$ cat src/rtl/ahb_apb_pkg.sv
// Shared types and constants for the AHB-to-APB bridge (gen2).
//   bridge_state_e : bridge FSM states
//   HTRANS_*       : AHB transfer-type encodings
//   HRESP_*        : AHB response encodings
//   sel_w()        : width of the APB slave-index field for a given slave count
package ahb_apb_pkg;

  typedef enum logic [2:0] {
    IDLE,
    WWAIT,
    SETUP,
    ACCESS,
    RESP,
    ERR1,
    ERR2
  } bridge_state_e;

  localparam logic [1:0] HTRANS_IDLE   = 2'b00;
  localparam logic [1:0] HTRANS_BUSY   = 2'b01;
  localparam logic [1:0] HTRANS_NONSEQ = 2'b10;
  localparam logic [1:0] HTRANS_SEQ    = 2'b11;

  localparam logic [1:0] HRESP_OKAY  = 2'b00;
  localparam logic [1:0] HRESP_ERROR = 2'b01;

  // A single slave still needs a 1-bit index field.
  function automatic int unsigned sel_w(input int unsigned n);
    return (n <= 1) ? 1 : $clog2(n);
  endfunction

endpackage

$ cat src/rtl/apb_slave_decoder.sv
// Combinational APB slave decoder.
//   idx      : slave-index field taken from the AHB address
//   sel      : one-hot select, all zero when idx is out of range
//   in_range : idx addresses an existing slave
module apb_slave_decoder
  import ahb_apb_pkg::*;
#(
  parameter int unsigned NUM_SLAVES = 4,
  parameter int unsigned SEL_W      = sel_w(NUM_SLAVES)
) (
  input  logic [SEL_W-1:0]      idx,
  output logic [NUM_SLAVES-1:0] sel,
  output logic                  in_range
);

  always_comb begin
    sel = '0;
    for (int unsigned i = 0; i < NUM_SLAVES; i++) begin
      sel[i] = (32'(idx) == i);
    end
    in_range = |sel;
  end

endmodule

$ cat src/rtl/ahb_apb_bridge_gen2.sv
// AHB-to-APB3 bridge, one AHB slave port fanned out to NUM_SLAVES APB slaves,
// one transfer outstanding at a time.
//   AHB side : Hclk, Hresetn (async, active low), Hwrite, Hreadyin, Htrans,
//              Haddr, Hwdata -> Hrdata (registered), Hreadyout, Hresp
//   APB side : Paddr, Pwdata, Pwrite, Penable, Pselx (one-hot)
//              <- Prdata (slave i at [i*DATA_W +: DATA_W]), Pready, Pslverr
// Slave index = Haddr[SLV_SHIFT +: SEL_W]; higher address bits are ignored.
// Optional feature macro: AHB_APB_PSLVERR_EN maps PSLVERR and out-of-range
// accesses to a two-cycle AHB ERROR response. Without it Hresp is always OKAY.
module ahb_apb_bridge_gen2
  import ahb_apb_pkg::*;
#(
  parameter int unsigned ADDR_W     = 32,
  parameter int unsigned DATA_W     = 32,
  parameter int unsigned NUM_SLAVES = 4,
  parameter int unsigned SLV_SHIFT  = 12
) (
  input  logic                         Hclk,
  input  logic                         Hresetn,
  input  logic                         Hwrite,
  input  logic                         Hreadyin,
  input  logic [1:0]                   Htrans,
  input  logic [ADDR_W-1:0]            Haddr,
  input  logic [DATA_W-1:0]            Hwdata,
  output logic [DATA_W-1:0]            Hrdata,
  output logic                         Hreadyout,
  output logic [1:0]                   Hresp,
  output logic [ADDR_W-1:0]            Paddr,
  output logic [DATA_W-1:0]            Pwdata,
  output logic                         Pwrite,
  output logic                         Penable,
  output logic [NUM_SLAVES-1:0]        Pselx,
  input  logic [NUM_SLAVES*DATA_W-1:0] Prdata,
  input  logic [NUM_SLAVES-1:0]        Pready,
  input  logic [NUM_SLAVES-1:0]        Pslverr
);

  localparam int unsigned SEL_W = sel_w(NUM_SLAVES);

  // Where a transfer that cannot complete normally on APB ends up.
`ifdef AHB_APB_PSLVERR_EN
  localparam bridge_state_e REJECT_ST = ERR1;
`else
  localparam bridge_state_e REJECT_ST = RESP;
`endif

  bridge_state_e           state_q, state_d;
  logic [ADDR_W-1:0]       paddr_q, paddr_d;
  logic [DATA_W-1:0]       pwdata_q, pwdata_d;
  logic                    pwrite_q, pwrite_d;
  logic [DATA_W-1:0]       hrdata_q, hrdata_d;
  logic [NUM_SLAVES-1:0]   sel_q, sel_d;
  logic                    in_range_q, in_range_d;

  logic [NUM_SLAVES-1:0]   dec_sel;
  logic                    dec_in_range;
  logic                    hready_out;
  logic                    valid_req;
  logic                    pready_sel;
  logic [DATA_W-1:0]       prdata_sel;

  apb_slave_decoder #(
    .NUM_SLAVES (NUM_SLAVES),
    .SEL_W      (SEL_W)
  ) u_dec (
    .idx      (Haddr[SLV_SHIFT +: SEL_W]),
    .sel      (dec_sel),
    .in_range (dec_in_range)
  );

  // Only the selected slave's response is looked at; the registered one-hot
  // select doubles as the mux control.
  always_comb begin
    prdata_sel = '0;
    for (int unsigned i = 0; i < NUM_SLAVES; i++) begin
      prdata_sel = prdata_sel | (Prdata[i*DATA_W +: DATA_W] & {DATA_W{sel_q[i]}});
    end
  end

  assign pready_sel = |(Pready & sel_q);

`ifdef AHB_APB_PSLVERR_EN
  logic pslverr_sel;
  assign pslverr_sel = |(Pslverr & sel_q);
`else
  logic unused_pslverr;
  assign unused_pslverr = ^Pslverr;
`endif

  assign hready_out = (state_q == IDLE) || (state_q == RESP) || (state_q == ERR2);
  assign valid_req  = hready_out && Hreadyin &&
                      ((Htrans == HTRANS_NONSEQ) || (Htrans == HTRANS_SEQ));

  always_comb begin
    state_d    = state_q;
    paddr_d    = paddr_q;
    pwdata_d   = pwdata_q;
    pwrite_d   = pwrite_q;
    hrdata_d   = hrdata_q;
    sel_d      = sel_q;
    in_range_d = in_range_q;

    case (state_q)
      IDLE, RESP, ERR2: begin
        if (valid_req) begin
          paddr_d    = Haddr;
          pwrite_d   = Hwrite;
          sel_d      = dec_sel;
          in_range_d = dec_in_range;
          if (Hwrite) begin
            state_d = WWAIT;
          end else if (dec_in_range) begin
            state_d = SETUP;
          end else begin
            // Read of a missing slave: no APB cycle, zero data.
            state_d  = REJECT_ST;
            hrdata_d = '0;
          end
        end else begin
          state_d = IDLE;
        end
      end

      WWAIT: begin
        pwdata_d = Hwdata;
        state_d  = in_range_q ? SETUP : REJECT_ST;
      end

      SETUP: state_d = ACCESS;

      ACCESS: begin
        if (pready_sel) begin
`ifdef AHB_APB_PSLVERR_EN
          if (pslverr_sel) begin
            state_d = ERR1;
            if (!pwrite_q) hrdata_d = '0;
          end else begin
            state_d = RESP;
            if (!pwrite_q) hrdata_d = prdata_sel;
          end
`else
          state_d = RESP;
          if (!pwrite_q) hrdata_d = prdata_sel;
`endif
        end
      end

`ifdef AHB_APB_PSLVERR_EN
      ERR1: state_d = ERR2;
`endif

      default: state_d = IDLE;
    endcase
  end

  always_ff @(posedge Hclk or negedge Hresetn) begin
    if (!Hresetn) begin
      state_q    <= IDLE;
      paddr_q    <= '0;
      pwdata_q   <= '0;
      pwrite_q   <= 1'b0;
      hrdata_q   <= '0;
      sel_q      <= '0;
      in_range_q <= 1'b0;
    end else begin
      state_q    <= state_d;
      paddr_q    <= paddr_d;
      pwdata_q   <= pwdata_d;
      pwrite_q   <= pwrite_d;
      hrdata_q   <= hrdata_d;
      sel_q      <= sel_d;
      in_range_q <= in_range_d;
    end
  end

  assign Hrdata    = hrdata_q;
  assign Hreadyout = hready_out;
  assign Paddr     = paddr_q;
  assign Pwdata    = pwdata_q;
  assign Pwrite    = pwrite_q;
  assign Penable   = (state_q == ACCESS);
  assign Pselx     = ((state_q == SETUP) || (state_q == ACCESS)) ? sel_q : '0;

`ifdef AHB_APB_PSLVERR_EN
  assign Hresp = ((state_q == ERR1) || (state_q == ERR2)) ? HRESP_ERROR : HRESP_OKAY;
`else
  assign Hresp = HRESP_OKAY;
`endif

endmodule

$ cat config.mk
export PLATFORM = sky130hd
export DESIGN_NAME = ahb_apb_bridge_gen2
export DESIGN_NICKNAME = d
export VERILOG_FILES = /design/src/rtl/ahb_apb_pkg.sv /design/src/rtl/apb_slave_decoder.sv /design/src/rtl/ahb_apb_bridge_gen2.sv
export SDC_FILE = /design/constraint.sdc
export NUM_CORES = 1
export LEC_CHECK = 0
export BUFFER_PORTS_ARGS = -buffer_cell sky130_fd_sc_hd__buf_4
export CORE_MARGIN = 2
export CORE_UTILIZATION = 30
export DETAILED_ROUTE_END_ITERATION = 7
export PLACE_DENSITY = 0.59
export SYNTH_ARGS = -nofsm -noshare
export SYNTH_HDL_FRONTEND = slang
export SYNTH_HIERARCHICAL = 1
export SYNTH_SLANG_ARGS = --single-unit
$ cat constraint.sdc
create_clock -name Hclk -period 1.6 [get_ports Hclk]
set_clock_uncertainty 0.05 [all_clocks]
set_input_delay 0.32 -clock Hclk [delete_from_list [all_inputs] [get_ports Hclk]]
set_output_delay 0.32 -clock Hclk [all_outputs]
set_load 0.01 [all_outputs]
# Word-level counts from Yosys, hierarchy flattened
# Index checks and enable logic that the tools add are counted.
# Widths: inputs -> output; s select.
# word_totals
word_cells	57
output_inout_bits	105
register_bits	105
input_bits	206
# op_classes
eq_ne	15
n_reduce_logical	14
mux	13
n_bitwise	8
# ops
cell	count
$mux 32	5
$and 32x32->32	4
$or 32x32->32	3
$pmux 32 s2	1
$mux 3	5
$pmux 3 s4	1
$eq 2x2->1 const B	4
$ne 2x2->1 const B	4
$reduce_or 4->1	2
$eq 3x2->1 const B	2
$eq 3x3->1 const B	2
$reduce_and 6->1	1
$and 4x4->4	1
$logic_or 1x1->1	4
$mux 4	1
$eq 3x1->1 const B	1
$logic_not 3->1	1
$reduce_or 3->1	1
$eq 2x1->1 const B	1
$logic_and 1x1->1	2
$logic_not 2->1	1
$ne 2x1->1 const B	1
$reduce_and 2->1	1
$reduce_bool 2->1	1

# Logic depth before layout (Yosys ltp)
# depth
word_depth	7
depth_mapped	6
mapped_depth_nobuf	3

# Modules after synthesis
# The synthesis kept the hierarchy.
# modules_own_cells
mod	seq_area_each_um2	area_per_inst_um2	n_inst	cells_per_inst
ahb_apb_bridge_gen2	2627.5	5116.2	1	409
apb_slave_decoder	0.0	37.5	1	6

# Worst setup path after synthesis
# No wires, ideal clock.
# synth_timing
path_type	reg2reg
startpoint	register sel_q[0]
endpoint	register hrdata_q[27], in the netlist Hrdata[27]
setup_slack_ns	-0.098
stages_incl_launch_ff	6
synth_period_minus_slack_ns	1.698
setup_time_ns	0.125
arrival_ns	1.523
required_ns	1.425
path_buffers	2
path_cell_list	dfrtp_1 buf_2 a22o_1 o2111ai_2 buf_4 mux2_2
# synth_between
elab_chain_len	7
elab_cells_between_ends	11
classes_between	eq/ne (1); mux (3); bitwise (5); reduce/logical (2)
# synth_rtl
element	line_no	text
start: declaration	ahb_apb_bridge_gen2.sv:52	logic [NUM_SLAVES-1:0] sel_q, sel_d;
start signal: assignment	ahb_apb_bridge_gen2.sv:171	sel_q <= sel_d;
$and 32x32->32	ahb_apb_bridge_gen2.sv:76	prdata_sel = prdata_sel | (Prdata[i*DATA_W +: DATA_W] & {DATA_W{sel_q[i]}});
$or 32x32->32 (3 in series)	ahb_apb_bridge_gen2.sv:76	
$mux 32	ahb_apb_bridge_gen2.sv:143	if (!pwrite_q) hrdata_d = prdata_sel;
$mux 32	ahb_apb_bridge_gen2.sv:132	if (pready_sel) begin
$pmux 32 s2	ahb_apb_bridge_gen2.sv:103	case (state_q)
end signal: assignment	ahb_apb_bridge_gen2.sv:170	hrdata_q <= hrdata_d;
end: declaration	ahb_apb_bridge_gen2.sv:51	logic [DATA_W-1:0] hrdata_q, hrdata_d;
# Parallel ways exist; a longest one is shown, timed or not. The select of a mux whose other input is x is not followed.
# A chain may end at the register's enable or synchronous reset.

# Worst setup path in the final report
# layout_timing
startpoint	register state_q[2]
endpoint	output port Pselx[1]
# layout_between
elab_chain_len	3
elab_cells_between_ends	4
classes_between	eq/ne (2); mux (1); reduce/logical (1)
# layout_rtl
element	line_no	text
start: declaration	ahb_apb_bridge_gen2.sv:47	bridge_state_e state_q, state_d;
start signal: assignment	ahb_apb_bridge_gen2.sv:166	state_q <= state_d;
$eq 3x2->1	ahb_apb_bridge_gen2.sv:182	assign Pselx = ((state_q == SETUP) || (state_q == ACCESS)) ? sel_q : '0;
$logic_or 1x1->1 (*)	ahb_apb_bridge_gen2.sv:182	
$mux 4 (*)	ahb_apb_bridge_gen2.sv:182	
end: declaration	ahb_apb_bridge_gen2.sv:32	output logic [NUM_SLAVES-1:0] Pselx,
# Every way passes the cells marked *; elsewhere a longest branch is shown, timed or not.

==> metrics.md <==
| Metric | Value |
|---|---|
| Status | finished, violations left |
| Failing checks | max-slew violations, negative setup slack |
| Time the final worst path needs with I/O delays and setup | 1.73 ns |
| Post-route DRC violation count | 0 |
| Worst-path maximum fanout | 5 |
| Synth Area in Adders | 0% |
| Largest family of logic cells by synthesized area | multiplexers |
| Multiplexer area fraction after synthesis | 22.3% |
| Most used DFF post-synth | dfrtp_1 |
| Distinct cell type count after synthesis | 32 |
| Count of vias placed by the detailed router | 4766 |
| Count of routing violations after the opening detailed-route iteration | 218 |
| Area added between synthesis and finish | 67.3% |
| Synthesized area per cell | 12.4 um^2 |
| Final GP Congestion | 0.788 |
| Setup TNS | -5.49 ns |
| Die Footprint | 0.0182 mm^2 |
| Portion of the post-synthesis area used by sequential elements | 51.0% |
| Gate Count Post-Synth | 415 |
| Required arrival time at the worst endpoint | 1.23 ns |
| Critical Path Start Type | flop |
| Largest net degree at the start of global routing | 40 |
| Worst vdd ir | 0.893 mV |
| Path type of the worst min-delay path | in2reg |
| Max Slew Vio Count | 34 |
| Tot Pwr | 13.6 mW |
| Avg WL per Cell | 19.0 um |
| HPWL after detailed placement | 12800 um |
| Count of final hold-check violations | 0 |
| Largest cells by area after synthesis | dfrtp_1 51%, mux2_1 14%, a22oi_1 9.3% |
| First-pass GRT wire length | 25900 um |
| Headroom to the max-slew limit | -1.28% |
| Largest area contributor in the synthesized netlist | dfrtp_1 |
| I/O pin total | 311 |
| Async S/R FF share, synth | 100% |
| Setup repair after global routing missed its margin | true |
| CTS tree | done |
| Fraction of final layout cells with drive strength greater than 1 | 60.5% |
| Area of the core region | 0.0167 mm^2 |
| Pre-CTS setup slack | -0.113 ns |
| Clk pin slew, worst setup/hold paths | 0.08 ns |
| Worst path setup slack after routing | -0.132 ns |
| Standby leakage power | 4.16 nW |
| Vias in the first global route | 4958 |
| Global-route usage over all layers | 18.1% |
| Total overflow reported by the global router | 0 |
| Wirelength, routed | 18000 um |
| Placement row count | 47 |
| Placed cell count | 914 |
| Post-Synth Simple-Gate Area | 2.50% |
| Die Wd | 135 um |
| Max Cap Viol | 0 |
| Kind of critical path | reg2out |
| Clock root cell | clkbuf_16 |
| Compound-gate portion of the synthesized area | 19.3% |
| Num CTS Buffers | 9 |
| Number of enable-type register cells in the synthesized netlist | 0 |
| Measured slew at the worst slew-check pin | 1.51 ns |
| Area share of the largest cell type after synthesis | 51.0% |
| Warning count from the yosys run | 6 |
| CP Data Arrival Time | 1.36 ns |
| # H-tree levels | 3 |
| Setup violators final | 84 |
| Initial cell density of the core | 30.9% |
| Number of routed nets with antenna violations | 0 |
| Total non-filler cell area in the finished layout | 0.00862 mm^2 |
| Post-route core utilization | 51.6% |
| DR pass1 iterations | 4 |
| Commonest cells post-synth | 105 x dfrtp_1, 64 x a22oi_1, 63 x mux2_1 |
| Maximum buffer depth of the clock tree | 2 |
| Fin Hold WS | 0.133 ns |
| Chip height | 135 um |
| Area after DPL | 0.00777 mm^2 |
| Flip-flop and latch count after synthesis | 105 |
| Max Clk Rate | 0.577 GHz |
| Xor and xnor area share after synthesis | 0% |
| Number of antenna violations at the first check in global routing | 0 |
| N_diodes | 0 |
| Library cell with the highest instance count after synthesis | dfrtp_1 |
| Final std cells w/o fill | 950 |
| Number of port buffers | 303 |
| Power per standard cell area | 1580 mW/mm^2 |
| Period utilization | 108% |
| Vias per Instance | 5.02 |
| Clock network latency to the later pin of the worst-skew pair | 0.35 ns |
| Net count of the finished layout | 931 |
| Netlist area before placement | 0.00515 mm^2 |
| Sort of element at the end of the critical path | output pin |
| # clock sinks | 105 |
[area by class of cell]
class                      count  area, um^2
multi-input combinational    260        2460
clock buffer                  10         239
clock inverter                 6        96.3
sequential                   105        2630
timing repair buffer         344        2910
fill                        1504        8080
inverter                       5        18.8
tap                          220         275
[metal layers]
metal / vias up / track usage (%) / wire length, um
met5: - / 0 / 0
met4: 0 / 6.13 / 370
met3: 22 / 6.38 / 1820
met2: 233 / 31.3 / 8930
met1: 2328 / 20.9 / 6900
li1: 2183 / - / -
[cell families after synthesis]
family	Yosys count
compound gates	136
mux	102
flops	105
buf+inv	51
simple gates	19
other cells	2
[worst max-delay path: stages, from the launching register on]
cell	delay, ns
dfrtp_1	0.42
nor2b_4	0.22
buf_12	0.14
and2_4	0.13
buf_6	0.10
[final timing paths]
| kind | slack, ns | depth (start not counted) | start | to |
|---|---|---|---|---|
| hold reg to reg | 0.44 | 1 | Paddr[10]$_DFFE_PN0P_ | Paddr[10]$_DFFE_PN0P_ |
| hold / removal | 0.13 | 2 | Haddr[15] | Paddr[15]$_DFFE_PN0P_ |
| min in group asynchronous | 0.34 | 2 | Hresetn | Pwdata[25]$_DFFE_PN0N_ |
| setup / recovery | -0.13 | 4 | state_q[2]$_DFFE_PN0N_ | Pselx[1] |
| max in group asynchronous | 0.64 | 3 | Hresetn | state_q[0]$_DFFE_PN0N_ |
| setup reg to reg | -0.11 | 6 | state_q[1]$_DFFE_PN0N_ | Paddr[30]$_DFFE_PN0P_ |
[repair_timing]
item / CTS / global route
resized for setup: 36 / 27
endpoints found under the hold margin: 18 / 0
setup buffers: 6 / 5
cloned: 2 / 7
setup endpoints to repair: 38 / 107
hold buffers: 1 / 0
pin swaps: 2 / 2
[where the power goes]
| group | total, mW | leakage [nW] | switching [mW] | internal, mW |
|---|---|---|---|---|
| sequential | 4.23 | 1.32 | 0.588 | 3.65 |
| combinational | 6.85 | 2.69 | 3.05 | 3.80 |
| clock | 2.50 | 0.162 | 1.06 | 1.44 |
| total | 13.6 | 4.16 | 4.70 | 8.89 |
[placed cells by master (no fill, tap or decap), drive strengths merged]
cell         count
nand3b           2
dlygate4sd3      1
a21oi           33
clkbuf          15
bufbuf           1
nor2             2
mux2           101
or3              1
a221o            1
nand4bb          1
a22oi           64
nand2            1
buf            337
bufinv           2
a221oi           1
o2111ai          1
and2             5
conb             3
a22o             2
nor3             3
nand2b           1
clkinvlp         1
a311o            1
inv              8
nor2b            2
and2b            1
o21ai            1
mux2i            1
o31a            32
dfrtp          105
[registers in the layout, summed over array words and instances, names as in the netlist]
signal and count:
state_q 3, Pwdata 32, in_range_q 1, sel_q 4, Hrdata 32, Pwrite 1
Paddr 32
Power figures use the tool's default switching activity.
